File: src/rtl/systolic_feed_ctrl.sv
// rtl/systolic_feed_ctrl.sv - operand capture and skewed wavefront sequencer for a systolic multiply array
module systolic_feed_ctrl #(
    parameter int Bitwidth = 16,
    parameter int UNITS_X  = 3,
    parameter int UNITS_Y  = 3,
    parameter int K        = 3
) (
    input  logic                        CLK,
    input  logic                        CPU_RESETN,
    input  logic [Bitwidth-1:0]         RDATA,
    input  logic                        RVALID,
    input  logic                        START,
    output logic [Bitwidth*UNITS_X-1:0] IP1,
    output logic [Bitwidth*UNITS_Y-1:0] IP2,
    output logic                        EN,
    output logic                        CLR,
    output logic                        LOADED,
    output logic                        BUSY,
    output logic                        DONE
);
    localparam int NA      = UNITS_X * K;
    localparam int NB      = K * UNITS_Y;
    localparam int TOTAL   = NA + NB;
    localparam int MAXU    = (UNITS_X > UNITS_Y) ? UNITS_X : UNITS_Y;
    localparam int T_FEED  = K + MAXU - 1;
    localparam int T_DRAIN = UNITS_X + UNITS_Y - 1;
    localparam int PMAX    = (T_FEED > T_DRAIN) ? T_FEED : T_DRAIN;
    localparam int WCW     = $clog2(TOTAL + 1);
    localparam int PCW     = $clog2(PMAX + 1);

    localparam logic [2:0] S_LOAD  = 3'd0;
    localparam logic [2:0] S_READY = 3'd1;
    localparam logic [2:0] S_CLEAR = 3'd2;
    localparam logic [2:0] S_FEED  = 3'd3;
    localparam logic [2:0] S_DRAIN = 3'd4;
    localparam logic [2:0] S_FIN   = 3'd5;

    logic [2:0]                  state;
    logic [WCW-1:0]              wcnt;
    logic [PCW-1:0]              pcnt;
    logic [PCW-1:0]              step;
    logic                        start_q;
    logic [Bitwidth-1:0]         a_mem [NA];
    logic [Bitwidth-1:0]         b_mem [NB];
    logic [Bitwidth*UNITS_X-1:0] ip1_step;
    logic [Bitwidth*UNITS_Y-1:0] ip2_step;

    // Storage is flattened row-major so the word counter addresses it directly.
    always_ff @(posedge CLK) begin
        if (state == S_LOAD && RVALID) begin
            for (int n = 0; n < NA; n++)
                if (wcnt == WCW'(n)) a_mem[n] <= RDATA;
            for (int n = 0; n < NB; n++)
                if (wcnt == WCW'(NA + n)) b_mem[n] <= RDATA;
        end
    end

    // pcnt holds the index of the wavefront being prepared for the next cycle.
    always_comb begin
        step     = (state == S_CLEAR) ? '0 : pcnt;
        ip1_step = '0;
        ip2_step = '0;
        for (int i = 0; i < UNITS_X; i++)
            for (int k = 0; k < K; k++)
                if (int'(step) == i + k)
                    ip1_step[i*Bitwidth +: Bitwidth] = a_mem[i*K + k];
        for (int j = 0; j < UNITS_Y; j++)
            for (int k = 0; k < K; k++)
                if (int'(step) == j + k)
                    ip2_step[j*Bitwidth +: Bitwidth] = b_mem[k*UNITS_Y + j];
    end

    always_ff @(posedge CLK or negedge CPU_RESETN) begin
        if (!CPU_RESETN) begin
            state   <= S_LOAD;
            wcnt    <= '0;
            pcnt    <= '0;
            start_q <= 1'b0;
            IP1     <= '0;
            IP2     <= '0;
            EN      <= 1'b0;
            CLR     <= 1'b0;
            LOADED  <= 1'b0;
            BUSY    <= 1'b0;
            DONE    <= 1'b0;
        end else begin
            start_q <= START;
            CLR     <= 1'b0;
            DONE    <= 1'b0;
            case (state)
                S_LOAD: begin
                    if (RVALID) begin
                        wcnt <= wcnt + 1'b1;
                        if (wcnt == WCW'(TOTAL - 1)) begin
                            state  <= S_READY;
                            LOADED <= 1'b1;
                        end
                    end
                end
                S_READY: begin
                    if (START && !start_q) begin
                        state <= S_CLEAR;
                        CLR   <= 1'b1;
                        BUSY  <= 1'b1;
                    end
                end
                S_CLEAR: begin
                    IP1   <= ip1_step;
                    IP2   <= ip2_step;
                    EN    <= 1'b1;
                    pcnt  <= PCW'(1);
                    state <= S_FEED;
                end
                S_FEED: begin
                    if (pcnt == PCW'(T_FEED)) begin
                        IP1   <= '0;
                        IP2   <= '0;
                        pcnt  <= PCW'(1);
                        state <= S_DRAIN;
                    end else begin
                        IP1  <= ip1_step;
                        IP2  <= ip2_step;
                        pcnt <= pcnt + 1'b1;
                    end
                end
                S_DRAIN: begin
                    if (pcnt == PCW'(T_DRAIN)) begin
                        EN    <= 1'b0;
                        DONE  <= 1'b1;
                        state <= S_FIN;
                    end else begin
                        pcnt <= pcnt + 1'b1;
                    end
                end
                S_FIN: begin
                    BUSY   <= 1'b0;
                    LOADED <= 1'b0;
                    wcnt   <= '0;
                    pcnt   <= '0;
                    state  <= S_LOAD;
                end
                default: state <= S_LOAD;
            endcase
        end
    end
endmodule

File: config.mk
export PLATFORM = sky130hd
export DESIGN_NAME = systolic_feed_ctrl
export DESIGN_NICKNAME = d
export VERILOG_FILES = /design/src/rtl/systolic_feed_ctrl.sv
export SDC_FILE = /design/constraint.sdc
export NUM_CORES = 1
export LEC_CHECK = 0
export CAP_MARGIN = 0
export CORE_UTILIZATION = 35
export DETAILED_ROUTE_END_ITERATION = 8
export PLACE_DENSITY = 0.6
export REMOVE_ABC_BUFFERS = 1
export SLEW_MARGIN = 20
export SYNTH_ARGS = -nofsm -noshare
export SYNTH_HDL_FRONTEND = slang
export SYNTH_SLANG_ARGS = --single-unit
File: constraint.sdc
create_clock -name CLK -period 7.39 [get_ports CLK]
set_input_delay 1.1085 -clock CLK [delete_from_list [all_inputs] [get_ports CLK]]
set_output_delay 1.1085 -clock CLK [all_outputs]
set_load 0.03 [all_outputs]
### Word-level counts from Yosys, hierarchy flattened

Memory sizes are Yosys's and may differ from the RTL's.
Cells that the tools add are included.
W data, S select, Z words.

* register bits after elaboration: 113
* memory bits (writable): 288
* input bits: 20
* word-level logic and storage cells: 228
* memories: 2

Memory list
* a_mem: words 9, bits a word 16, rd ports 9, clocked after memory_dff 0, write ports 1, line 43 `logic [Bitwidth-1:0] a_mem [NA];`
* b_mem: words 9, bits a word 16, rd ports 9, clocked after memory_dff 0, write ports 1, line 44 `logic [Bitwidth-1:0] b_mem [NB];`

* add/sub/neg operators: 2
* eq/ne operators: 33
* mux-type cells: 147
* reductions and logical operators: 33

Operators by type and width (count)
* $mux W16: 34
* $reduce_or A16 Y1: 16
* $pmux W48 S2: 2
* $mux W48: 2
* $mux W1: 78
* $mux W4: 16
* $eq A5 B4 Y1 const B: 8
* $mux W3: 8
* $eq A5 B3 Y1 const B: 4
* $eq A3 B3 Y1 const B: 6
* $pmux W3 S5: 1
* $pmux W3 S4: 1
* $eq A5 B2 Y1 const B: 2
* $eq A5 B5 Y1 const B: 2
* $ne A2 B2 Y1 const B: 5
* $pmux W5 S2: 1
* $eq A3 B2 Y1 const B: 3
* $reduce_and A2 Y1: 4
* $reduce_bool A2 Y1: 4
* $logic_not A3 Y1: 2
* $pmux W1 S2: 3
* $add A5 B1 Y5 const B: 1
* $eq A5 B1 Y1 const B: 1
* $logic_not A5 Y1: 1
* other kinds (9): 10

### Logic depth before layout (Yosys ltp)

Gate-level depths: netlist (run 1).

* word-level depth: 13
* depth in mapped cells: 10
* mapped depth without buffers: 6

### Worst setup path before layout (run 1)

OpenSTA, ideal clock, no wires.

* path type: in2reg
* start: input RVALID
* end: memory b_mem[3][0] (netlist: b_mem[0][48]) (enable)
* arrival: 2854 ps
* required time: 6981 ps
* slack: 4126 ps
* cell stages on the path: 3
* path through: nor4b_2 > nand2_1 > nor3_1

* longest elaborated chain between the ends: 12
* elaborated cells between the ends (all ways): 43
* classes of those cells: mux: 34; reduce/logical: 9

Ends and longest elaborated chain
* start, declared: line 11 `input logic RVALID,`
* $logic_and A1 B1 Y1 (*): line 50 `if (state == S_LOAD && RVALID) begin`
* $mux W1: line 50
* $mux W1 (implied by the code): line 54 `if (wcnt == WCW'(NA + n)) b_mem[n] <= RDATA;`
* $reduce_or A16 Y1 (no source line)
* $mux W4 (no source line) or $mux W1 (tied branches) (8 in a row)
* end, declared: line 44

Every way passes the cells marked *; elsewhere a longest branch is shown, timed or not.

### Worst setup path in the final report (run 1)

* start: register pcnt[1]
* end: register IP1[28]

* longest elaborated chain between the ends: 7
* elaborated cells between the ends (all ways): 10
* classes of those cells: eq/ne: 4; mux: 6

Ends and longest elaborated chain
* start, declared: line 40 `logic [PCW-1:0] pcnt;`
* start signal, assigned: line 123 `pcnt <= pcnt + 1'b1;`
* start signal, assigned: line 132 `pcnt <= pcnt + 1'b1;`
* $mux W3: line 60 `step = (state == S_CLEAR) ? '0 : pcnt;`
* $eq A3 B2 Y1: line 65 `if (int'(step) == i + k)`
* $mux W16 (3 in a row): line 65
* $mux W48: line 115 `if (pcnt == PCW'(T_FEED)) begin`
* $pmux W48 S2 (*): line 90 `case (state)`
* end signal, assigned: line 108 `IP1 <= ip1_step;`
* end signal, assigned: line 121 `IP1 <= ip1_step;`
* end, declared: line 13 `output logic [Bitwidth*UNITS_X-1:0] IP1,`

Marked as above.
A chain may end at the register's enable or synchronous reset.

==> results of run 1 <==
## worst paths after layout
| check | endpoint | slack (ps) | cells after the start | start |
|---|---|---|---|---|
| min in group asynchronous | IP2[1] | 590 | 1 | CPU_RESETN |
| hold / removal | IP2[44] | 470 | 1 | b_mem[1][12] |
| hold reg to reg | IP2[44] | 470 | 1 | b_mem[1][12] |
| setup / recovery | IP1[28] | 3950 | 5 | pcnt[1] |
| setup reg to reg | IP1[28] | 3950 | 5 | pcnt[1] |
| max in group asynchronous | IP1[26] | 5570 | 2 | CPU_RESETN |
## power groups by stage
stage / registers [mW] / logic, mW / clock network (mW)
final: 3.06 / 3.11 / 2.01
after global routing: 3.09 / 3.35 / 2.12
after CTS: 3.05 / 3.14 / 2.04
after detailed placement: 3.09 / 3.13 / 0
after global placement: 3.09 / 3.06 / 0
after floorplan: 3.44 / 1.54 / 0
## worst max-delay path: stages (launching register included)
cell,delay [ps]
dfrtp_2,710
inv_2,740
ha_1,460
nand3_4,750
o211ai_1,410
a22oi_1,120
## metrics by stage
step           setup WS (ps)  std cells
5_1_grt                 3736       1861
3_3_place_gp            3349       1784
4_1_cts                 3971       1861
2_1_floorplan           1597       1028
6_report                3947       1862
3_5_place_dp            3672       1784
## cells by family after synthesis
group,Yosys count
AOI/OAI and AO/OA,281
muxes,65
and+or+nand+nor,263
adders and majority gates,7
buffers and inverters,131
DFF,401
## cell type report
class	count	area share, %
clock inverter	18	0.7925
sequential	401	58.18
timing repair buffer	149	7.196
tap	607	3.848
multi-input combinational	616	24.06
inverter	11	0.2092
antenna	1	0.01268
clock buffer	59	5.700
## sequential cells by signal (all words and copies together) (netlist names)
name / flops
a_mem: 144
IP1: 48
DONE: 1
state: 3
CLR: 1
wcnt: 5
BUSY: 1
pcnt: 3
start_q: 1
EN: 1
IP2: 48
b_mem: 144
LOADED: 1
## cell usage in the layout, fill, tap and decap left out, types with 8 or more instances in the layout
cell	count
or4bb_1	32
a32oi_1	65
or4b_1	24
nand4_1	33
clkinv_2	8
or4b_2	9
mux2i_1	65
clkdlybuf4s50_1	119
inv_1	9
nor3_1	32
nand2_1	80
edfxtp_1	288
buf_4	29
a221o_1	32
nor2_1	14
a22oi_1	64
a21oi_1	8
o211ai_1	96
clkbuf_1	16
dfrtp_1	110
clkbuf_16	42
## routing by layer
metal,vias to the layer above,share of wire (%),wire length (um),track usage [%]
met4,0,2.2,1041,6.187
li1,4795,-,-,-
met5,-,0,0,0
met3,65,5.8,2711,3.615
met2,331,48,22460,31.46
met1,5723,43,20160,26.04
==> metrics.md, run 1 <==
| Metric | Value |
|---|---|
| Fin nets | between 1000 and 1500 |
| DRC viols | 14 |
| IO Port Bufs | 120 |
| Lkg Pwr | a little under 7 nW |
| Largest family of logic cells by synthesized area | compound AO/OA/AOI/OAI gates |
| Synth-to-layout area growth | 18.04% |
| Internal Power | between 4 and 5 mW |
| Pin count of the biggest net entering global routing | 90 |
| Post-synth EDFFs | 288 |
| Worst Tran Pin Value | between 1000 and 1500 ps |
| Outcome | finished, violations left |
| Syn Std Cell Area | 16720 um^2 |
| Mean area per synthesized cell | 14.56 um^2 |
| Max Fclk | 290.5 MHz |
| Period utilisation layout | 46.59% |
| Worst Clk Skew | 22.24 ps |
| RSZ-0062 raised after global routing | no |
| GP Congestion | 0.8071 |
| Top post-synthesis cells by area | edfxtp_1 52%, dfrtp_1 17%, o211ai_1 4.3%, mux2i_1 3.9%, a32oi_1 3.4% |
| WHS | 474.4 ps |
| Die ar. | between 40000 and 50000 um^2 |
| Max-Cap Viols | 0 |
| Remaining Overflow, GRT | 0 |
| Worst-path clk slew | 60 ps |
| Global-route wire length before repair | approximately 70000 um |
| CTS max path bufs | 3 |
| Compound-gate portion of the synthesized area | between 10% and 20% |
| Yosys cell types | 50 |
| Reg area | 11480 um^2 |
| Synthesis Warnings | 0 |
| Worst hold-check path type | flip-flop to flip-flop |
| Final setup fails | 0 |
| Count leader, synth | edfxtp_1 |
| Via count | 10914 |
| DPL Wire Length | 24880 um |
| Min cycle time layout | 3443 ps |
| Final Max Tran Viols | 0 |
| CTS Buf Count | 42 |
| Sw Share | about two fifths |
| Final hold vios | 0 |
| Arr. time, crit path | 3850 ps |
| Sequential share of the synthesized area | about two thirds |
| Clock power share | 24.5% |
| FILL cells | 4290 |
| Post-CTS sizing | 0 |
| DRT Wirelength | ~46000 um |
| Die height | 220.6 um |
| Starting density of the core | between 30% and 40% |
| Drt first pass iters | 7 |
| Sequential share of power | a little under two fifths |
| Sum of negative setup slack | 0 ps |
| Req. time, crit path | 7800 ps |
| Failing checks | design-rule violations |
| Global Route Usage Sum | 19.31% |
| Root Driver | clkbuf_16 |
| CP startpoint kind | flip-flop |
| Synth cell count leaders | 288 x edfxtp_1, 113 x dfrtp_1, 96 x o211ai_1, 80 x nand2_1, 74 x clkbuf_1 |
| Power density cells | between 400 and 500 nW/um^2 |
| Average wire per standard cell | 24.91 um |
| Crit path kind | flip-flop to flip-flop |
| Initial antenna violation count | 0 |
| Via density | slightly below 6 |
| Iter 0 DRT Violations | 1024 |
| Slew headroom | 24.17% |
| Core region area | 46850 um^2 |
| CTS tree | built |
| Setup Buffers After CTS | 0 |
| Antenna Nets Post-Route | 0 |
| Post-synthesis adder-cell area fraction | 0.5239% |
| Synth Area in XOR/XNOR | 0% |
| Total chip power | 8.171 mW |
| Fin util | 42.12% |
| Part of the power in combinational logic | 38.0% |
| # hold bufs at CTS | 0 |
| TritonCTS Sinks | 401 |
| Std-Cell Rows | 79 |
| Mux cell area share after synthesis | 3.892% |
| CTS H-tree depth | 2 |
| Vias in the first global route | 11203 |
| Mapped Cells | 1148 |
| Post-synth ARST share | 28.18% |
| Placement Cell Area | 18450 um^2 |
| Die X | 220.6 um |
| Synth Area in Simple Gates | between 10% and 20% |
| Switch Pwr | 3.191 mW |
| Worst Setup End Kind | flip-flop |
| Synthesized flop and latch total | between 400 and 500 |
| Dominant synthesized flop cell | edfxtp_1 |
| Area of the multi-input gates | 4748 um^2 |
| Layout cells sized above 1 | 9.729% |
| I/O pin total | 121 |
| Top-area cell type share of the netlist area | around half |
| Worst-Skew Late Latency | 560 ps |
| Maximum vdd drop | 0.2539 mV |
| Dominant cell type by area after synthesis | edfxtp_1 |
| Crit Path Max Fanout | 67 |
| Final instance area | 19740 um^2 |
Note: power is estimated with default switching activity, not from simulation.
==> run 2, diff against run 1 <==
--- a/config.mk
+++ b/config.mk
@@ -8,7 +8,7 @@
 export CAP_MARGIN = 0
 export CORE_UTILIZATION = 35
 export DETAILED_ROUTE_END_ITERATION = 8
-export PLACE_DENSITY = 0.6
+export PLACE_DENSITY = 0.62
 export REMOVE_ABC_BUFFERS = 1
 export SLEW_MARGIN = 20
 export SYNTH_ARGS = -nofsm -noshare
==> constraint.sdc (replaced) <==
create_clock -name CLK -period 2.84 [get_ports CLK]
set_input_delay 0.426 -clock CLK [delete_from_list [all_inputs] [get_ports CLK]]
set_output_delay 0.426 -clock CLK [all_outputs]
set_load 0.03 [all_outputs]
==> run 2 against run 1 <==
The run still ends with design-rule violations left. First-iteration DRC count fell by 17%. Design area up 2.8%. Register-to-register slack got worse by 3400 ps. Critical endpoint is now a_mem[0][5].
==> metrics.md, run 2 (synthesized netlist as in run 1, its figures left out) <==
| Metric | Value |
|---|---|
| Power density cells | 1072 nW/um^2 |
| CTS H-tree depth | 2 |
| Outcome | finished, violations left |
| WHS Path Cells | 1 |
| Max Fclk | 438.3 MHz |
| Layout cells sized above 1 | 12.23% |
| Synth-to-layout area growth | 21.37% |
| DPL Wire Length | 25370 um |
| Worst setup startpoint | state[0] |
| Lkg Pwr | 7.119 nW |
| Final Max Tran Viols | 0 |
| Remaining Overflow, GRT | 0 |
| Worst-path cell chain | or4b_4 -> or3_4 -> nor2_1 -> buf_4 |
| CTS tree | built |
| Commonest cells after routing, fill and taps aside | 288 x edfxtp_1, 119 x clkdlybuf4s50_1, 110 x dfrtp_1 |
| Core region area | 46850 um^2 |
| Initial antenna violation count | 0 |
| Slowest cell on the critical path | or4b_4 |
| Final instance area | between 20000 and 25000 um^2 |
| Worst hold-check path type | input pin to flip-flop |
| Slowest stage delay, CP | 620 ps |
| Period utilisation layout | 80.33% |
| Via density | 5.716 |
| Met1 GRT Util | 25.95% |
| Drt first pass iters | 7 |
| Dpl cells | 1821 |
| R2R depth | 4 |
| Root Driver | clkbuf_16 |
| CP startpoint kind | flip-flop |
| R2R setup slack | about 560 ps |
| TritonCTS Sinks | 401 |
| Die height | 220.6 um |
| Std-Cell Rows | 79 |
| Pin count of the biggest net entering global routing | 101 |
| Max-Cap Viols | 0 |
| Global Route Usage Sum | 18.42% |
| Final setup fails | 0 |
| Worst Clk Skew | 18.20 ps |
| M2 GR Usage | roughly 30% |
| Registers with the most flip-flops | a_mem (144), b_mem (144) |
| Worst r2r src | state[0] |
| Worst Tran Pin Value | 1049 ps |
| Starting density of the core | 35.68% |
| Req. time, crit path | 3060 ps |
| GP Congestion | between 0.7 and 0.8 |
| Worst-path clk slew | 60 ps |
| Arr. time, crit path | 2500 ps |
| Die X | 220.6 um |
| CTS max path bufs | 3 |
| Busiest grt layer | met2 |
| Min cycle time layout | 2281 ps |
| FILL cells | 4229 |
| Slew headroom | 29.83% |
| Vias in the first global route | 10781 |
| Worst Setup End Kind | flip-flop |
| Antenna Nets Post-Route | 0 |
| Crit path kind | flip-flop to flip-flop |
| Failing checks | design-rule violations |
| RR Endpoint | a_mem[0][5] |
| DRC viols | 10 |
| Average wire per standard cell | 23.47 um |
| CP endpoint | a_mem[0][5] |
| Total chip power | between 20 and 25 mW |
| Iter 0 DRT Violations | approximately 850 |
| Placement Cell Area | 18860 um^2 |
| I/O pin total | 121 |
| CTS Buf Count | 42 |
| Non-filler cells, final | 1900 |
| RSZ-0062 raised after global routing | no |
| Worst-Skew Late Latency | 540 ps |
| Maximum vdd drop | 0.5945 mV |
| Final hold vios | 0 |
| IO Port Bufs | between 100 and 150 |
| Crit Path Max Fanout | 16 |
| Die ar. | a little under 50000 um^2 |
| DRT Wirelength | approximately 45000 um |
| Via count | 10861 |
| Most common cell after layout, fill and taps aside | edfxtp_1 |
| Fin nets | 1286 |
| Global-route wire length before repair | 67540 um |
| Met3 usage | 2.859% |
## run 2: cell count changes in the layout (fill, tap and decap cells not counted), sizes merged
| cell | change |
|---|---|
| dlygate4sd3 | +1 |
| bufinv | +1 |
| clkbuf | +9 |
| inv | -2 |
| clkinv | -7 |
| buf | +37 |
| clkinvlp | -1 |
## run 2: per-layer routing
metal,up-vias,wire length [um]
met3,65,2329
met4,0,748
met1,5606,20220
li1,4868,-
met2,322,21280
met5,-,0
## run 2: where the power goes
group | internal, mW | switching, mW
Combinational | 3.18 | 5.10
Clock | 3.40 | 2.19
Sequential | 7.01 | 0.880
## run 2: timing repair
item,in CTS,in global routing
setup buffers,0,0
hold buffers,1,0
endpoints found under the hold margin,30,0
gates resized for setup,0,0
## run 2: critical path: cells and delay by family (launching register included)
kind | cells | cell delay, ps
simple gates | 3 | 1120
buf+inv | 1 | 270
flops | 1 | 560
## run 2: layout make-up
type                    count  area [um^2]  area share, %
clock buffers              68         1303          6.419
multi-input cells         616         4733          23.33
clock inverters             9        116.4         0.5734
inverters                  11        41.29         0.2035
flip-flops and latches    401        11480          56.59
well taps                 607        759.5          3.743
repair buffers            187         1854          9.138
diodes                      1        2.502        0.01233
## run 2: worst min path at each step
| stage | from | end | slack (ps) |
|---|---|---|---|
| floorplan | CPU_RESETN | BUSY | 130 |
| global placement | CPU_RESETN | IP1[35] | 450 |
| detailed placement | CPU_RESETN | IP1[35] | 460 |
| CTS | START | start_q | 380 |
| global route | START | start_q | 400 |
| finish | START | start_q | 400 |
## run 2: through the flow
step | setup TNS [ps] | utilization, % | setup WS [ps] | hold WS (ps)
global placement | 0 | 40.26 | 277.0 | 454.3
finish | 0 | 43.31 | 558.6 | 395.1
global route | 0 | 43.31 | 483.0 | 402.4
CTS | 0 | 43.31 | 552.6 | 380.9
detailed placement | 0 | 40.26 | 283.3 | 459.0
floorplan | -248990 | - | -2953 | 130.4
==> run 3, diff against run 2 <==
==> constraint.sdc (replaced) <==
create_clock -name CLK -period 1.9 [get_ports CLK]
set_input_delay 0.285 -clock CLK [delete_from_list [all_inputs] [get_ports CLK]]
set_output_delay 0.285 -clock CLK [all_outputs]
set_load 0.03 [all_outputs]
==> run 3 against run 2 <==
The flow finishes with violations (design-rule violations, negative setup slack). First-iteration DRC count up 21%. Design area up 3.7%. Routed wire length up 5.2%. Via count up 3.2%. Setup slack worse by 700 ps. Non-clock buffer count up 34. Die area unchanged. Clock power up 42%. Sequential share of layout area down 2.0 points. Combinational power up 63%. Maximum frequency up 12%. Flip-flop and latch count unchanged.
==> metrics.md, run 3 (synthesized netlist as in run 1, its figures left out) <==
| Metric | Value |
|---|---|
| Outcome | finished, violations left |
| DRC viols | 10 |
| Final setup fails | 200 |
| Worst-path clk slew | 70 ps |
| I/O pin total | roughly 120 |
| Total chip power | 32.89 mW |
| Max-Cap Viols | 0 |
| Worst Setup End Kind | flip-flop |
| Starting density of the core | 35.68% |
| GP Congestion | 0.8134 |
| Final Max Tran Viols | 0 |
| Std-Cell Rows | 79 |
| Registers with the most flip-flops | a_mem (144), b_mem (144) |
| CP startpoint kind | flip-flop |
| Worst-Skew Late Latency | between 500 and 600 ps |
| CTS H-tree depth | 2 |
| Worst Tran Pin Value | 568.9 ps |
| Die X | 220.6 um |
| Min cycle time layout | roughly 2000 ps |
| CP endpoint | a_mem[0][8] |
| Worst setup margin | -142.8 ps |
| Crit path kind | flip-flop to flip-flop |
| RSZ-0062 raised after global routing | yes |
| Arr. time, crit path | about 2300 ps |
| CTS tree | built |
| Lkg Pwr | 7.921 nW |
| IO Port Bufs | 120 |
| Fin util | between 40 and 50% |
| Fin nets | 1319 |
| Power density cells | roughly 1600 nW/um^2 |
| Period utilisation layout | 107.5% |
| Worst Clk Skew | 18.78 ps |
| R2R depth | 4 |
| Antenna Nets Post-Route | 0 |
| Average wire per standard cell | 24.26 um |
| Root Driver | clkbuf_16 |
| Pin count of the biggest net entering global routing | 76 |
| Worst r2r src | state[2] |
| Drt first pass iters | 7 |
| Global Route Usage Sum | 18.81% |
| Via count | 11210 |
| Maximum vdd drop | 0.8347 mV |
| Vias in the first global route | between 10000 and 15000 |
| Commonest cells after routing, fill and taps aside | 288 x edfxtp_1, 110 x dfrtp_1, 96 x o211ai_1 |
| Slew headroom | 62.08% |
| RR Endpoint | a_mem[0][8] |
| Most common cell after layout, fill and taps aside | edfxtp_1 |
| Initial antenna violation count | 0 |
| DRT Wirelength | between 40000 and 50000 um |
| Final hold vios | 0 |
| Layout cells sized above 1 | 15.47% |
| DP Worst Slack | -486.2 ps |
| Worst setup startpoint | state[2] |
| Worst hold-check path type | input pin to flip-flop |
| Core region area | between 40000 and 50000 um^2 |
| R2R setup slack | -140 ps |
| CTS max path bufs | 3 |
| Failing checks | design-rule violations, negative setup slack |
| Via density | 5.799 |
| Req. time, crit path | 2150 ps |
| CTS Buf Count | 41 |
| Global-route wire length before repair | 69010 um |
| Remaining Overflow, GRT | 0 |
| Die ar. | around 50000 um^2 |
| TritonCTS Sinks | about 400 |
| Die height | ~220 um |
| FILL cells | 4116 |
| Iter 0 DRT Violations | 1030 |
| DPL Wire Length | 26790 um |
| Synth-to-layout area growth | 25.85% |
| Crit Path Max Fanout | 16 |
| Max Fclk | 489.5 MHz |
-- run 3: final cells by class --
class	instances	area (um^2)	area share (%)
clock buffers	55	1182	5.620
well taps	607	759.5	3.610
repair buffers	221	2565	12.19
inverters	11	41.29	0.1962
diodes	1	2.502	0.01189
clock inverters	21	141.4	0.6720
flip-flops and latches	401	11480	54.57
multi-input cells	616	4866	23.13
-- run 3: where the power goes --
part           switching [mW]  internal, mW
clock                    3.30          4.63
sequential              0.942          10.5
combinational            8.42          5.11
total                    12.7          20.2
-- run 3: critical path, stage by stage, from the launching register on --
cell,delay [ps]
dfrtp_1,380
or4b_4,570
or3_4,420
nor2_2,170
buf_12,190
-- run 3: how the worst min path moves through the flow --
stage                     cells after the start  endpoint  slack (ps)  startpoint
after floorplan                               0      BUSY         -10  CPU_RESETN
after global placement                        1   IP1[40]         320  CPU_RESETN
after detailed placement                      1   IP1[35]         320  CPU_RESETN
after CTS                                     1   start_q         230       START
after global routing                          1   start_q         250       START
final                                         1   start_q         250       START
-- run 3: per-stage QoR --
step | TNS (ps) | cell area, um^2 | instances | hold WS, ps
finish | -19270 | 21040 | 1933 | 249.3
global route | -33150 | 21040 | 1932 | 248.9
CTS | -16340 | 20630 | 1918 | 225.5
detailed placement | -96620 | 19360 | 1841 | 324.2
global placement | -95050 | 19360 | 1841 | 318.0
floorplan | -518000 | 16200 | 1028 | -10.59
-- run 3: timing repair --
item	CTS	global route
resized for setup	99	44
setup buffers	0	6
pin swaps	1	5
cloned	0	8
hold endpoints to repair	26	0
endpoints found under the setup margin	329	325
hold buffers	1	0
-- run 3: per-layer routing --
layer | wire (um) | global-route usage [%] | up-vias | share of wire [%]
li1 | - | - | 4949 | -
met1 | 20870 | 26.56 | 5761 | 45
met2 | 21610 | 28.94 | 431 | 46
met3 | 3360 | 4.151 | 69 | 7.2
met4 | 1055 | 5.662 | 0 | 2.2
met5 | 0 | 0 | - | 0
